==> config.mk <==
export PLATFORM = sky130hd
export DESIGN_NAME = adc_capture_ctrl
export DESIGN_NICKNAME = d
export VERILOG_FILES = /design/src/rtl/soc_pkg.sv /design/src/rtl/adc_trig_detect.sv /design/src/rtl/adc_capture_ctrl.sv
export SDC_FILE = /design/constraint.sdc
export NUM_CORES = 1
export LEC_CHECK = 0
export CORE_UTILIZATION = 53
export CTS_CLUSTER_SIZE = 14
export DETAILED_ROUTE_END_ITERATION = 16
export GPL_ROUTABILITY_DRIVEN = 1
export PLACE_DENSITY = 0.95
export SYNTH_ARGS = -nofsm -noshare
export SYNTH_HDL_FRONTEND = slang
export SYNTH_SLANG_ARGS = --single-unit
==> constraint.sdc <==
create_clock -name clk -period 6.79 [get_ports clk]
set_clock_uncertainty 0.1 [all_clocks]
set_input_delay 1.0185 -clock clk [delete_from_list [all_inputs] [get_ports clk]]
set_output_delay 1.0185 -clock clk [all_outputs]
set_load 0.01 [all_outputs]
==> src/rtl/soc_pkg.sv <==
// soc_pkg: shared types and sample-packing constants for the ADC capture block.
package soc_pkg;
   typedef enum logic [1:0] {ST_IDLE, ST_ARMED, ST_CAPTURE, ST_DONE} adc_cap_state_t;
   localparam int SMP_W   = 32;
   localparam int CH_W    = 16;
   localparam int CHA_LSB = 0;
   localparam int CHB_LSB = 16;
endpackage

==> src/rtl/adc_trig_detect.sv <==
// adc_trig_detect: signed rising-crossing detector on one ADC channel.
//   clk, arst_n : clock, asynchronous active-low reset
//   clr_i       : forget the previous sample (no crossing until a new one is seen)
//   vld_i       : sample strobe
//   smp_i       : current channel sample (signed)
//   lvl_i       : trigger level (signed)
//   hit_o       : previous valid sample < lvl_i and current >= lvl_i
module adc_trig_detect
   import soc_pkg::*;
(
   input  logic                   clk,
   input  logic                   arst_n,
   input  logic                   clr_i,
   input  logic                   vld_i,
   input  logic signed [CH_W-1:0] smp_i,
   input  logic signed [CH_W-1:0] lvl_i,
   output logic                   hit_o
);
   logic signed [CH_W-1:0] prev_q;
   logic                   pvld_q;

   assign hit_o = vld_i && pvld_q && (prev_q < lvl_i) && (smp_i >= lvl_i);

   always_ff @(posedge clk or negedge arst_n)
      if (!arst_n) begin
         prev_q <= '0;
         pvld_q <= 1'b0;
      end else if (clr_i) begin
         pvld_q <= 1'b0;
      end else if (vld_i) begin
         prev_q <= smp_i;
         pvld_q <= 1'b1;
      end
endmodule

==> src/rtl/adc_capture_ctrl.sv <==
// adc_capture_ctrl: captures decimated ADC samples into a circular RAM window.
//   clk, arst_n        : ADC sample clock, asynchronous active-low reset
//   start, abort       : one-cycle pulses to arm / cancel a capture
//   cfg_base/len/decim : window start, word count (0 or >NUM_WORDS means NUM_WORDS), keep 1 in decim+1
//   smp_vld, smp_dat   : ADC sample strobe and {chB, chA} data
//   ram_we/addr/wdat   : registered RAM write port
//   busy, done, wr_cnt : status; done is sticky until the next start
//   Optional macro ADC_CAPTURE_TRIG_EN adds trig_en/trig_lvl/trig_ch level-crossing trigger.
module adc_capture_ctrl
   import soc_pkg::*;
#(
   parameter int NUM_WORDS = 8192,
   parameter int ADDR_W    = $clog2(NUM_WORDS)
) (
   input  logic              clk,
   input  logic              arst_n,
   input  logic              start,
   input  logic              abort,
   input  logic [ADDR_W-1:0] cfg_base,
   input  logic [ADDR_W:0]   cfg_len,
   input  logic [7:0]        cfg_decim,
   input  logic              smp_vld,
   input  logic [SMP_W-1:0]  smp_dat,
`ifdef ADC_CAPTURE_TRIG_EN
   input  logic              trig_en,
   input  logic [CH_W-1:0]   trig_lvl,
   input  logic              trig_ch,
`endif
   output logic              ram_we,
   output logic [ADDR_W-1:0] ram_addr,
   output logic [SMP_W-1:0]  ram_wdat,
   output logic              busy,
   output logic              done,
   output logic [ADDR_W:0]   wr_cnt
);
   localparam logic [ADDR_W:0]   LEN_MAX = (ADDR_W+1)'(NUM_WORDS);
   localparam logic [ADDR_W+1:0] NW_X    = (ADDR_W+2)'(NUM_WORDS);

   adc_cap_state_t    state_q, state_d;
   logic [ADDR_W-1:0] base_q, base_d;
   logic [ADDR_W:0]   len_q, len_d;
   logic [7:0]        decim_q, decim_d;
   logic [7:0]        dcnt_q, dcnt_d;
   logic [ADDR_W:0]   wr_cnt_q, wr_cnt_d;
   logic              ram_we_q, ram_we_d;
   logic [ADDR_W-1:0] ram_addr_q, ram_addr_d;
   logic [SMP_W-1:0]  ram_wdat_q, ram_wdat_d;
   logic              acc;
   logic              arm_go;
   logic              arm_acc;
   logic [ADDR_W+1:0] sum;
   logic [ADDR_W-1:0] addr_nxt;

   // Leaving ARMED: either immediately, or on a trigger crossing whose sample is the first word.
`ifdef ADC_CAPTURE_TRIG_EN
   logic trig_hit;

   adc_trig_detect u_trig (
      .clk   (clk),
      .arst_n(arst_n),
      .clr_i (state_q != ST_ARMED),
      .vld_i (smp_vld),
      .smp_i (trig_ch ? smp_dat[CHB_LSB +: CH_W] : smp_dat[CHA_LSB +: CH_W]),
      .lvl_i (trig_lvl),
      .hit_o (trig_hit)
   );

   assign arm_go  = !trig_en || trig_hit;
   assign arm_acc = trig_en && trig_hit;
`else
   assign arm_go  = 1'b1;
   assign arm_acc = 1'b0;
`endif

   // Base + count never exceeds 2*NUM_WORDS, so one conditional subtract gives the modulo.
   assign sum      = {2'b00, base_q} + {1'b0, wr_cnt_q};
   assign addr_nxt = ADDR_W'(sum >= NW_X ? sum - NW_X : sum);

   always_comb begin
      state_d  = state_q;
      base_d   = base_q;
      len_d    = len_q;
      decim_d  = decim_q;
      dcnt_d   = dcnt_q;
      wr_cnt_d = wr_cnt_q;
      acc      = 1'b0;
      case (state_q)
         ST_IDLE, ST_DONE:
            if (start && !abort) begin
               base_d   = cfg_base;
               len_d    = (cfg_len == '0 || cfg_len > LEN_MAX) ? LEN_MAX : cfg_len;
               decim_d  = cfg_decim;
               dcnt_d   = '0;
               wr_cnt_d = '0;
               state_d  = ST_ARMED;
            end
         ST_ARMED:
            if (abort) state_d = ST_IDLE;
            else if (arm_go) begin
               state_d = ST_CAPTURE;
               acc     = arm_acc;
            end
         default:
            if (abort) state_d = ST_IDLE;
            else if (smp_vld) begin
               acc    = (dcnt_q == decim_q);
               dcnt_d = acc ? 8'd0 : dcnt_q + 8'd1;
            end
      endcase
      if (acc) begin
         wr_cnt_d = wr_cnt_q + 1'b1;
         state_d  = (wr_cnt_q + 1'b1 == len_q) ? ST_DONE : ST_CAPTURE;
      end
      ram_we_d   = acc;
      ram_addr_d = acc ? addr_nxt : ram_addr_q;
      ram_wdat_d = acc ? smp_dat : ram_wdat_q;
   end

   always_ff @(posedge clk or negedge arst_n)
      if (!arst_n) begin
         state_q    <= ST_IDLE;
         base_q     <= '0;
         len_q      <= '0;
         decim_q    <= '0;
         dcnt_q     <= '0;
         wr_cnt_q   <= '0;
         ram_we_q   <= 1'b0;
         ram_addr_q <= '0;
         ram_wdat_q <= '0;
      end else begin
         state_q    <= state_d;
         base_q     <= base_d;
         len_q      <= len_d;
         decim_q    <= decim_d;
         dcnt_q     <= dcnt_d;
         wr_cnt_q   <= wr_cnt_d;
         ram_we_q   <= ram_we_d;
         ram_addr_q <= ram_addr_d;
         ram_wdat_q <= ram_wdat_d;
      end

   assign ram_we   = ram_we_q;
   assign ram_addr = ram_addr_q;
   assign ram_wdat = ram_wdat_q;
   assign busy     = (state_q == ST_ARMED) || (state_q == ST_CAPTURE);
   assign done     = (state_q == ST_DONE);
   assign wr_cnt   = wr_cnt_q;
endmodule
* Yosys cells after proc, flatten, opt, wreduce, memory -nomap -nowiden
Index checks and enable logic that the tools add are counted.
Storage, ports and cells: flip-flop bits (word level) 105, input port bits 72, output and inout port bits 62, word-level logic and storage cells 59
Operators by class: $add $sub $neg 4, order comparisons 2, eq/ne operators 8, multiplexer cells 19, bitwise logic cells 1, reductions and logical operators 16
Operators with widths (count):
- $mux W14 | 4
- $mux W8 | 4
- $pmux W8 S2 | 1
- $add A13 B14 Y15 | 1
- $ge A15 B14 Y1 const B | 1
- $add A14 B1 Y14 const B | 1
- $eq A14 B14 Y1 | 1
- $gt A14 B14 Y1 const B | 1
- $logic_not A14 Y1 | 1
- $mux W13 | 1
- $sub A13 B1 Y13 const B | 1
- $add A8 B1 Y8 const B | 1
- $eq A8 B8 Y1 | 1
- $mux W2 | 4
- $reduce_and A2 Y1 | 3
- $reduce_bool A2 Y1 | 3
- $eq A2 B2 Y1 const B | 2
- $mux W1 | 4
- $pmux W2 S2 | 1
- $reduce_and A4 Y1 | 1
- $reduce_bool A4 Y1 | 1
- $ne A3 B3 Y1 const B | 1
- $reduce_or A3 Y1 | 1
- $eq A2 B1 Y1 const B | 1
- 8 further kinds | 9

* Depth between registers and ports, before layout
depth in word-level cells 6, mapped depth 10

* Worst setup path after synthesis
OpenSTA, ideal clock, no wires.
path kind input to register, start in abort, end reg state_q[0], setup time 0.092 ns, arrival time 2.301 ns, slack 4.298 ns, stages 5, path buffers 1, path through or4_4 buf_6 a2111oi_4 nand4_1 o31ai_2
Between the ends: word-level cells in the longest chain between the ends 4, elaborated cells on any way between the ends 8
Ends and longest elaborated chain:
- start: declaration | RTL line adc_capture_ctrl.sv:18 | input logic abort,
- $mux W1 or $logic_not A1 Y1 (tied branches) | RTL line adc_capture_ctrl.sv:104, adc_capture_ctrl.sv:89
- $mux W1 or $logic_and A1 B1 Y1 (tied branches)
- $ne A3 B3 Y1 (no line) or $reduce_bool A4 Y1 (tied branches)
- $reduce_and A2 Y1 (no line)
- end signal: assignment | RTL line adc_capture_ctrl.sv:131 | state_q <= state_d;
- end: declaration | RTL line adc_capture_ctrl.sv:39 | adc_cap_state_t state_q, state_d;
Several ways; a longest one is shown, not always the timed one. A chain may end at the register's enable or synchronous reset.

* Final worst setup path
start in abort, end reg ram_addr_q[10], in the netlist ram_addr[10]
Between the ends: word-level cells in the longest chain between the ends 2
Ends and longest elaborated chain:
- $mux W1 | RTL line adc_capture_ctrl.sv:104 | if (abort) state_d = ST_IDLE;
- $mux W1
- end signal: assignment | RTL line adc_capture_ctrl.sv:138 | ram_addr_q <= ram_addr_d;
- end: declaration | RTL line adc_capture_ctrl.sv:46 | logic [ADDR_W-1:0] ram_addr_q, ram_addr_d;
Every way passes these cells.

==> flow_summary_export.csv <==
group,metric,value,unit
outcome,status,"complete, no violations",
final_layout,final_cells,802,
setup_path,cpPeakStageDelay,1.05,ns
clocking,insertion_delay,0.37,ns
detailed_routing,dr.pass1.iters,4,
floorplanning,core,0.00942,mm^2
power,p_comb_share,32.2,%
clocking,clk_pin_slew,0.11,ns
synthesis,syn_area,0.00525,mm^2
global_routing,grt_max_degree,87,
timing,finalHoldViolCount,0,
detailed_routing,num_vias,4442,
clocking,cts.sinks,105,
global_routing,grt_pass1_vias,4499,
global_routing,antenna_found_initial,0,
clocking,cts_root_buf,"clkbuf_8",
power,switching_share,32.8,%
power,leakagePower,3.09,nW
detailed_routing,vias_per_cell,5.54,
final_layout,syn_to_final_growth,31.3,%
global_routing,grt_pass1_wl,20500,um
timing,finalSetupViolCount,0,
worst_hold_path,hp-class,"flip-flop to flip-flop",
power,intPower,1.29,mW
power,pwr-share-seq,44.7,%
clocking,htree_levels,3,
placement,gp_congestion,0.899,
detailed_routing,finalWirelength,12600,um
synthesis,synth_ff_type,"dfrtp_1",
timing,maxSlewHeadroom,15.7,%
final_layout,diodes,0,
power,worst_ir_drop_vdd,0.148,mV
floorplanning,dieArea,0.0103,mm^2
timing,tns,0,ns
placement,place_area,0.00666,mm^2
floorplanning,num_rows,35,
placement,hpwl,9160,um
power,p_sw,632,uW
synthesis,synthesis.instances,545,
synthesis,synth.top_cell.area_share,50.0,%
power,p_per_area,279,mW/mm^2
clocking,clock_path_buffers,2,
timing,tightest_slew,1.26,ns
final_layout,drive_gt1_share,7.13,%
setup_path,crit_slowest_cell,"inv_1",
detailed_routing,drc_errors,0,
clocking,ctsHoldBuffers,0,
synthesis,synth_area_per_cell,9.64,um^2
timing,post-route-min-period,3.74,ns
timing,rsz0062_at_grt,"false",
synthesis,seq_area_frac_synth,50.0,%
setup_path,worstPathArrival,3.90,ns
floorplanning,die_x,102,um
clocking,cts_made_buffers,9,
power,p_clk_share,23.1,%
final_layout,final_nets,759,
setup_path,critPathBufInv,2,
setup_path,cp_cell_sequence,"clkdlybuf4s50_1 > or4_4 > inv_1 > mux2_2",
setup_path,cp-start-kind,"input pin",
timing,final_max_slew_viol_count,0,
detailed_routing,drt_iter0_drc,235,
synthesis,syn-num-nets,636,
synthesis,async_reset_ff_share,100,%
placement,port_buffers,133,
floorplanning,io_pins,134,
synthesis,synth_seq_cells,105,
setup_path,path_class,"input pin to flip-flop",
power,power.total,1.92,mW
synthesis,synth_edf_count,0,
synthesis,yosys_warnings,0,
synthesis,synthDistinctLibCells,44,
floorplanning,die_h,102,um
setup_path,critPathRequiredTime,6.96,ns
setup_path,crit_fanout,79,
final_layout,stdcell_area,0.00690,mm^2
timing,max_clock_freq,268,MHz
global_routing,track_usage,25.5,%
clocking,cts_setup_buffers,0,
clocking,cts_tree,"built",
final_layout,fillers,668,
detailed_routing,ant_nets,0,
synthesis,synth_top_cell_by_area,"dfrtp_1",
setup_path,worstSetupEndpointType,"flip-flop",
setup_path,path_delay_family,"buffers and inverters",
placement,dp.cells,786,
floorplanning,start_util,55.8,%
synthesis,netlist_top_cells_area,"dfrtp_1 (50%), nand2_1 (10%), xnor2_1 (6.2%), mux2_2 (4.7%), o21ai_0 (4.4%)",
clocking,cts_resized,0,
timing,finalCritPeriodShare,55.0,%
detailed_routing,routedWlPerCell,15.7,um
global_routing,grt_overflow,0,
job,cap_viol_max_count,0,
power by group through the flow:
stage / sequential [mW] / combinational, mW / clock (mW)
after floorplan: 0.846 / 0.421 / 0
after global placement: 0.862 / 0.576 / 0
after detailed placement: 0.872 / 0.612 / 0
after CTS: 0.860 / 0.622 / 0.451
after global routing: 0.877 / 0.684 / 0.475
final: 0.860 / 0.619 / 0.445
worst min-delay path: stages (launching register included):
cell     delay (ns)
dfrtp_1        0.36
nand2_1        0.05
nand2_1        0.05
synth_stat cells (5+ instances only):
cell type  number
xnor2_1        37
and2_1          5
nand4_1         7
a21oi_1        18
clkbuf_1       17
nand2_1       140
nor3_1          5
a22o_1         12
o31ai_1         9
inv_1          10
mux2_2         22
dfrtp_1       105
nand2b_1        9
xor2_1          5
nor2_1         21
nand3_1        16
ha_1           18
o21ai_0        46
layout make-up:
type	count	area [um^2]	area share [%]
clock buffers	9	124	1.80
clock inverters	7	111	1.61
inverters	10	37.5	0.544
multi-input cells	407	2490	36.1
flip-flops and latches	105	2630	38.1
well taps	129	161	2.34
repair buffers	135	1340	19.5
cells by family after synthesis:
family                     synth area share (%)
buffers and inverters                      2.67
and+or+nand+nor                            18.1
muxes                                      4.91
AOI/OAI and AO/OA                          12.6
DFF                                        50.0
adders and majority gates                  4.67
xor gates and xnor gates                   7.00
per-layer routing:
layer  share of wire [%]  GRT usage [%]  vias to the layer above  routed length, um
met5                   0              0                        -                  0
met2                  50           44.6                      171               6280
met3                 6.5           5.80                       34                825
li1                    -              -                     2111                  -
met4                 2.8           10.0                        0                354
met1                  41           30.5                     2126               5150
path summary, 6_finish.rpt:
check / from / slack, ns / endpoint / depth (start not counted)
min in group asynchronous: arst_n / 0.40 / ram_addr[3] / 1
hold / removal: ram_wdat[1] / 0.38 / ram_wdat[1] / 2
hold reg to reg: ram_wdat[1] / 0.38 / ram_wdat[1] / 2
setup reg to reg: dcnt_q[5] / 3.40 / ram_addr[10] / 5
setup / recovery: abort / 3.05 / ram_addr[10] / 4
max in group asynchronous: arst_n / 4.86 / len_q[9] / 2
sequential cells by signal (all words and copies together) (netlist names):
register  count
base_q       13
dcnt_q        8
decim_q       8
len_q        14
ram_addr     13
ram_wdat     32
ram_we        1
state_q       2
wr_cnt       14
cells in the final DEF (no fill, tap or decap), types with 3 or more instances in the layout:
cell	Yosys	routed
inv_6	0	3
nor3_1	5	5
buf_4	1	3
nor2b_1	3	3
dfrtp_1	105	105
nand4_1	7	7
inv_1	10	10
ha_1	18	18
nand2b_1	9	9
nand3_1	16	15
and3_1	4	4
o31ai_1	9	9
xnor2_1	37	37
nand2_1	140	140
xor2_1	5	5
clkbuf_8	0	9
o211ai_1	3	3
o21ai_0	46	46
nor2_1	21	21
mux2_2	22	22
clkdlybuf4s50_1	0	132
and2_1	5	5
a21oi_1	18	18
a22o_1	12	12
metrics by stage:
stage	utilization, %	setup WS (ns)	hold slack, ns
4_1_cts	73.2	3.07	0.387
5_1_grt	73.2	2.88	0.398
6_report	73.2	3.05	0.384
3_5_place_dp	70.8	2.67	0.361
3_3_place_gp	70.8	2.74	0.352
2_1_floorplan	-	4.30	0.366
Note: power is estimated with default switching activity, not from simulation.
